===== src/rtl/temp_scan_sched.sv =====
// temp_scan_sched: scan scheduler/supervisor for a DS18B20 1-wire temperature engine
// Ports: clk, rst_n (sync, active low), enable (periodic scan), req (on-demand scan),
//        eng_start/eng_rst/eng_done/eng_data (1-wire engine handshake, 72-bit scratchpad),
//        busy, temp_raw, temp_valid, new_sample, crc_err, timeout_err, sample_cnt (telemetry).
module temp_scan_sched #(
  parameter int FCLK         = 125,
  parameter int PERIOD_MS    = 1000,
  parameter int TIMEOUT_MS   = 1000,
  parameter int RETRY_GAP_US = 1000,
  parameter int MAX_RETRY    = 2
) (
  input  logic        clk,
  input  logic        rst_n,
  input  logic        enable,
  input  logic        req,
  output logic        eng_start,
  output logic        eng_rst,
  input  logic        eng_done,
  input  logic [71:0] eng_data,
  output logic        busy,
  output logic [15:0] temp_raw,
  output logic        temp_valid,
  output logic        new_sample,
  output logic        crc_err,
  output logic        timeout_err,
  output logic [15:0] sample_cnt
);
  typedef enum logic [2:0] {IDLE, START, WAIT, CHECK, GOOD, FAIL, GAP} state_t;
  localparam logic [15:0] US_LAST  = 16'(FCLK - 1);
  localparam logic [15:0] PER_LAST = 16'(PERIOD_MS - 1);
  // tmr restarts at 0 on every state entry and outputs are registered one cycle
  // after the state, so the -2 makes eng_start->eng_rst and GAP entry->eng_start
  // land exactly on TIMEOUT and RETRY_GAP clock counts.
  localparam logic [31:0] TMO_LAST = 32'(TIMEOUT_MS * 1000 * FCLK - 2);
  localparam logic [31:0] GAP_LAST = 32'(RETRY_GAP_US * FCLK - 2);
  localparam logic [7:0]  MAX_R    = 8'(MAX_RETRY);
  state_t      state_q, state_d;
  logic [15:0] us_q, us_d, per_q, per_d;
  logic [9:0]  ms_q, ms_d;
  logic [31:0] tmr_q, tmr_d;
  logic [7:0]  retry_q, retry_d, crc_q, crc_d;
  logic [71:0] dat_q, dat_d;
  logic        pend_q, pend_d, to_q, to_d;
  logic        us_tick, ms_tick, per_hit;
  logic        eng_start_q, eng_start_d, eng_rst_q, eng_rst_d, busy_q, busy_d;
  logic [15:0] temp_raw_q, temp_raw_d, sample_cnt_q, sample_cnt_d;
  logic        temp_valid_q, temp_valid_d, new_sample_q, new_sample_d;
  logic        crc_err_q, crc_err_d, timeout_err_q, timeout_err_d;
  assign eng_start   = eng_start_q;
  assign eng_rst     = eng_rst_q;
  assign busy        = busy_q;
  assign temp_raw    = temp_raw_q;
  assign temp_valid  = temp_valid_q;
  assign new_sample  = new_sample_q;
  assign crc_err     = crc_err_q;
  assign timeout_err = timeout_err_q;
  assign sample_cnt  = sample_cnt_q;
  always_comb begin
    us_tick       = us_q == US_LAST;
    ms_tick       = us_tick && ms_q == 10'd999;
    per_hit       = enable && ms_tick && per_q == PER_LAST;
    us_d          = us_tick ? 16'd0 : us_q + 16'd1;
    ms_d          = ms_tick ? 10'd0 : ms_q + {9'd0, us_tick};
    per_d         = (!enable || per_hit) ? 16'd0 : per_q + {15'd0, ms_tick};
    pend_d        = req || per_hit || (pend_q && state_q != START);
    state_d       = state_q;
    retry_d       = retry_q;
    to_d          = to_q;
    dat_d         = dat_q;
    crc_d         = crc_q;
    temp_raw_d    = temp_raw_q;
    temp_valid_d  = temp_valid_q;
    sample_cnt_d  = sample_cnt_q;
    crc_err_d     = crc_err_q;
    timeout_err_d = timeout_err_q;
    case (state_q)
      IDLE:  state_d = pend_q ? START : IDLE;
      START: state_d = WAIT;
      WAIT:
        if (eng_done) begin
          state_d = CHECK;
          dat_d   = eng_data;
          crc_d   = 8'h00;
        end else if (tmr_q == TMO_LAST) begin
          state_d = FAIL;
          to_d    = 1'b1;
        end
      CHECK:
        // 64 rotations of the payload feed the CRC LSB first and leave it unchanged
        if (tmr_q < 32'd64) begin
          crc_d       = {1'b0, crc_q[7:1]} ^ ((crc_q[0] ^ dat_q[0]) ? 8'h8C : 8'h00);
          dat_d[63:0] = {dat_q[0], dat_q[63:1]};
        end else begin
          state_d = (crc_q == dat_q[71:64] && dat_q[63:0] != 64'd0) ? GOOD : FAIL;
          to_d    = 1'b0;
        end
      GOOD: begin
        temp_raw_d    = dat_q[15:0];
        temp_valid_d  = 1'b1;
        sample_cnt_d  = sample_cnt_q + 16'd1;
        crc_err_d     = 1'b0;
        timeout_err_d = 1'b0;
        retry_d       = 8'd0;
        state_d       = IDLE;
      end
      FAIL:
        if (retry_q < MAX_R) begin
          retry_d = retry_q + 8'd1;
          state_d = GAP;
        end else begin
          crc_err_d     = !to_q;
          timeout_err_d = to_q;
          retry_d       = 8'd0;
          state_d       = IDLE;
        end
      GAP:     state_d = tmr_q == GAP_LAST ? START : GAP;
      default: state_d = IDLE;
    endcase
    tmr_d        = (state_d != state_q) ? 32'd0 : tmr_q + 32'd1;
    eng_start_d  = state_q == START;
    eng_rst_d    = state_q == FAIL && to_q;
    new_sample_d = state_q == GOOD;
    busy_d       = state_d != IDLE;
  end
  always_ff @(posedge clk) begin
    if (!rst_n) begin
      state_q       <= IDLE;
      us_q          <= '0;
      ms_q          <= '0;
      per_q         <= '0;
      tmr_q         <= '0;
      retry_q       <= '0;
      crc_q         <= '0;
      dat_q         <= '0;
      pend_q        <= 1'b0;
      to_q          <= 1'b0;
      eng_start_q   <= 1'b0;
      eng_rst_q     <= 1'b1;
      busy_q        <= 1'b0;
      temp_raw_q    <= '0;
      temp_valid_q  <= 1'b0;
      new_sample_q  <= 1'b0;
      crc_err_q     <= 1'b0;
      timeout_err_q <= 1'b0;
      sample_cnt_q  <= '0;
    end else begin
      state_q       <= state_d;
      us_q          <= us_d;
      ms_q          <= ms_d;
      per_q         <= per_d;
      tmr_q         <= tmr_d;
      retry_q       <= retry_d;
      crc_q         <= crc_d;
      dat_q         <= dat_d;
      pend_q        <= pend_d;
      to_q          <= to_d;
      eng_start_q   <= eng_start_d;
      eng_rst_q     <= eng_rst_d;
      busy_q        <= busy_d;
      temp_raw_q    <= temp_raw_d;
      temp_valid_q  <= temp_valid_d;
      new_sample_q  <= new_sample_d;
      crc_err_q     <= crc_err_d;
      timeout_err_q <= timeout_err_d;
      sample_cnt_q  <= sample_cnt_d;
    end
  end
endmodule


===== config.mk =====
export PLATFORM = sky130hd
export DESIGN_NAME = temp_scan_sched
export DESIGN_NICKNAME = d
export VERILOG_FILES = /design/src/rtl/temp_scan_sched.sv
export SDC_FILE = /design/constraint.sdc
export NUM_CORES = 1
export LEC_CHECK = 0
export BUFFER_PORTS_ARGS = -buffer_cell sky130_fd_sc_hd__buf_2
export CAP_MARGIN = 20
export CELL_PAD_IN_SITES_DETAIL_PLACEMENT = 1
export CELL_PAD_IN_SITES_GLOBAL_PLACEMENT = 2
export CORE_MARGIN = 5
export CORE_UTILIZATION = 30
export CTS_CLUSTER_SIZE = 20
export DETAILED_ROUTE_END_ITERATION = 12
export PLACE_DENSITY = 0.72
export SLEW_MARGIN = 25
export SYNTH_ARGS = -nofsm -noshare
export SYNTH_HDL_FRONTEND = slang
export SYNTH_SLANG_ARGS = --single-unit

===== constraint.sdc =====
create_clock -name clk -period 3.15 [get_ports clk]
set_input_delay 0.63 -clock clk [delete_from_list [all_inputs] [get_ports clk]]
set_output_delay 0.63 -clock clk [all_outputs]
set_load 0.005 [all_outputs]

==> results by group <==
Status
  • Outcome: finished, final reports clean

Timing
  • Setup_tns: 0 ns
  • Min Tclk post-route: 2.932 ns
  • Worst-Margin Slew: around 1 ns
  • Setup repair after global routing missed its margin: false
  • Fin crit share: 0.9307
  • Layout Skew: 0.01398 ns
  • FMAX: 341.1 MHz
  • Max-slew headroom: 0.3345
  • # setup viols final: 0
  • Fin. Hold Viols: 0
  • Slew Viols, Final: 0

Cells and area
  • Commonest non-fill, non-tap cell in the layout: dfxtp_1
  • Design Area, Final: around 0.011 sq mm
  • Multi-input gate area: just over 0.005 sq mm
  • Most frequent cells in the layout: dfxtp_1 (205), buf_2 (115), nor2_1 (94)
  • Register area: approximately 0.0041 sq mm
  • # diodes: 0
  • Syn-to-layout area delta: 18.46%
  • Share of layout cells above drive strength 1: 0.2003
  • FILL cells: approximately 3600
  • Layout Nets: approximately 1200

Synthesis
  • Fraction of registers with async set/reset: 0
  • Synthesized Nets: ~1100
  • Synth unique cells: roughly 50
  • Seq/Total Area, Yosys: 0.4278
  • Ys flop type: dfxtp_1
  • YS warnings: 0
  • Syn avg cell area: slightly above 9 sq um
  • EDFF count, synth: 0
  • Cell area after synthesis: 0.009639 sq mm
  • Synthesis-stage register bit count: around 200
  • Cells after Synth: roughly 1000

Die
  • Starting density of the core: 0.3047
  • Number of cell rows: 65
  • Number of I/O pins: approximately 120
  • Horiz. Die Dim: approximately 190 um
  • Die Y: about 190 um
  • Placeable Area: ~0.032 sq mm
  • Die area: around 0.036 sq mm

Global route
  • Largest net degree at the start of global routing: 59
  • First-pass GRT wire length: approximately 45 mm
  • Initial antenna violation count: 3
  • GRT Residual Overflow: 0
  • GRT Total Usage: 0.1489
  • Vias in the first global route: slightly above 8000

Critical path
  • Setup crit end: dat_q[28]$_SDFFE_PN0P_
  • Worst Setup SP: tmr_q[21]$_SDFF_PP0_
  • Crit Path Max Fanout: 46
  • Kind of critical path: flop to flop
  • Crit path arrival time: around 3.4 ns
  • Crit end category: flop
  • WP depth: 6
  • Crit path required time: 3.59 ns
  • Worst r2r src: tmr_q[21]$_SDFF_PP0_
  • FF-to-FF End: dat_q[28]$_SDFFE_PN0P_
  • Max incr delay on CP: around 0.58 ns
  • Reg2reg setup slack: 0.22 ns
  • CP bufs+invs: 1
  • Critical path cell sequence: or4_1, or4_4, o41ai_4, buf_4, a21oi_1, a211oi_1
  • CP Launch Type: flop
  • R2R depth: 6
  • Top delay family on crit path: simple AND/OR/NAND/NOR gates
  • Slowest CP cell: or4_1

Clock tree
  • Post-CTS setup buffer count: 0
  • CTS tree: done
  • Htree depth: 1
  • Hold-fix buffers, CTS: 0
  • Clock Sink Count: between 200 and 250
  • Clock transition at the registers of the reported paths: around 0.06 ns
  • Root buf cell: clkbuf_16
  • Largest buffer count on any clock path: 3
  • Clk Latency, worst-skew pair: around 0.53 ns
  • Resize count post-CTS: 0
  • Num CTS Buffers: 26

Routing
  • Number of detailed-route iterations in the first pass: 5
  • Routed len/inst: ~18 um
  • Drt initial violations: 354
  • Post-route ant nets: 0
  • DR DRC count: 0
  • Final wirelength: between 20 and 30 mm
  • Via count: 8046
  • Via-per-instance ratio: ~5.2

Power
  • VDD IR max: around 0.00043 V
  • Power per cell area: 532.4 mW/mm^2
  • Leak pwr: between 4 and 5 nW

Hold path
  • Hold Path Class: primary input to flop
  • Hold path depth: 3

Placement
  • Routability cong.: 0.7591
  • Input/output buffers: roughly 120
  • Cell Area, Placed: roughly 0.011 sq mm
  • Hpwl dp: approximately 19 mm

Flow run
  • Max_cap viols: 0
==> how the worst min path moves through the flow <==
stage,start,endpoint
floorplan,us_q[0]$_SDFF_PP0_,us_q[0]$_SDFF_PP0_
global placement,us_q[0]$_SDFF_PP0_,us_q[0]$_SDFF_PP0_
detailed placement,temp_raw[3]$_SDFFE_PN0P_,temp_raw[3]$_SDFFE_PN0P_
CTS,eng_data[65],dat_q[65]$_SDFFE_PN0P_
global route,eng_data[64],dat_q[64]$_SDFFE_PN0P_
finish,eng_data[64],dat_q[64]$_SDFFE_PN0P_
==> logic make-up after synthesis <==
family                     count (synthesis)  synth area share
and+or+nand+nor                          385            0.2052
AOI/OAI and AO/OA                        185            0.1511
muxes                                     73           0.07593
DFF                                      206            0.4278
adders and majority gates                 10           0.01298
xor gates and xnor gates                  91           0.08554
buffers and inverters                     87           0.04141
==> sequential cells by signal, summed over array words and instances (netlist names), 3 cells and up <==
name / cells
ms_q: 10
per_q: 16
dat_q: 72
retry_q: 8
sample_cnt: 16
temp_raw: 16
crc_q: 8
state_q: 3
tmr_q: 32
us_q: 16
==> synthesized netlist by cell type, types with 5 or more instances <==
cell	number	area share
nor2_1	94	0.037
buf_2	10	0.0052
o21ai_0	7	0.0036
xnor2_1	46	0.042
dfxtp_1	206	0.43
buf_6	5	0.0058
buf_4	6	0.0047
nand2_1	79	0.031
mux2i_1	72	0.075
clkbuf_1	47	0.018
a211oi_2	50	0.065
a32o_1	6	0.0062
nand4_1	31	0.020
and4_1	13	0.012
and2_1	7	0.0045
or3_1	8	0.0052
nor2b_1	5	0.0032
a21oi_1	88	0.046
a211oi_1	15	0.012
ha_1	10	0.013
nor3_1	19	0.0099
or4_1	6	0.0047
xor2_1	43	0.039
nand3_1	29	0.015
inv_1	16	0.0062
and3_1	16	0.010
nor4_1	67	0.043
==> metrics by stage <==
step | total power [mW] | utilization | std cells | setup WS [ns] | hold WS, ns
finish | 6.080 | 0.3609 | 1550 | 0.2184 | 0.3357
global route | 6.335 | 0.3609 | 1550 | 0.02973 | 0.3286
CTS | 6.180 | 0.3609 | 1550 | 0.2429 | 0.3151
detailed placement | 3.433 | 0.3368 | 1506 | 0.2427 | 0.4498
global placement | 3.426 | 0.3368 | 1506 | 0.3057 | 0.4396
floorplan | 3.223 | - | 1037 | 0.7103 | 0.4255
==> routing by layer <==
metal	global-route usage	part of all wire	vias up	routed length [um]
met3	0.02821	0.046	29	1270
met5	0	0.0015	-	41
met2	0.2321	0.44	130	12030
li1	-	-	3969	-
met4	0.03144	0.013	6	360
met1	0.2155	0.50	3912	13790
==> where the power goes <==
part	switching (mW)	internal, mW	total [mW]
clock network	1.12	1.59	2.71
logic	0.374	0.244	0.619
registers	0.0755	2.68	2.75
==> worst min-delay path, cell delays in order <==
cell and delay, ns:
buf_2 0.08, mux2i_1 0.06, nor2_1 0.07
==> cell type report <==
class	count	share of cell area
clock inverters	3	0.002301
multi-input cells	744	0.4507
repair buffers	136	0.07079
inverters	18	0.006136
clock buffers	41	0.06454
flip-flops and latches	206	0.3615
well taps	402	0.04405
Note: power is estimated with default switching activity, not from simulation.
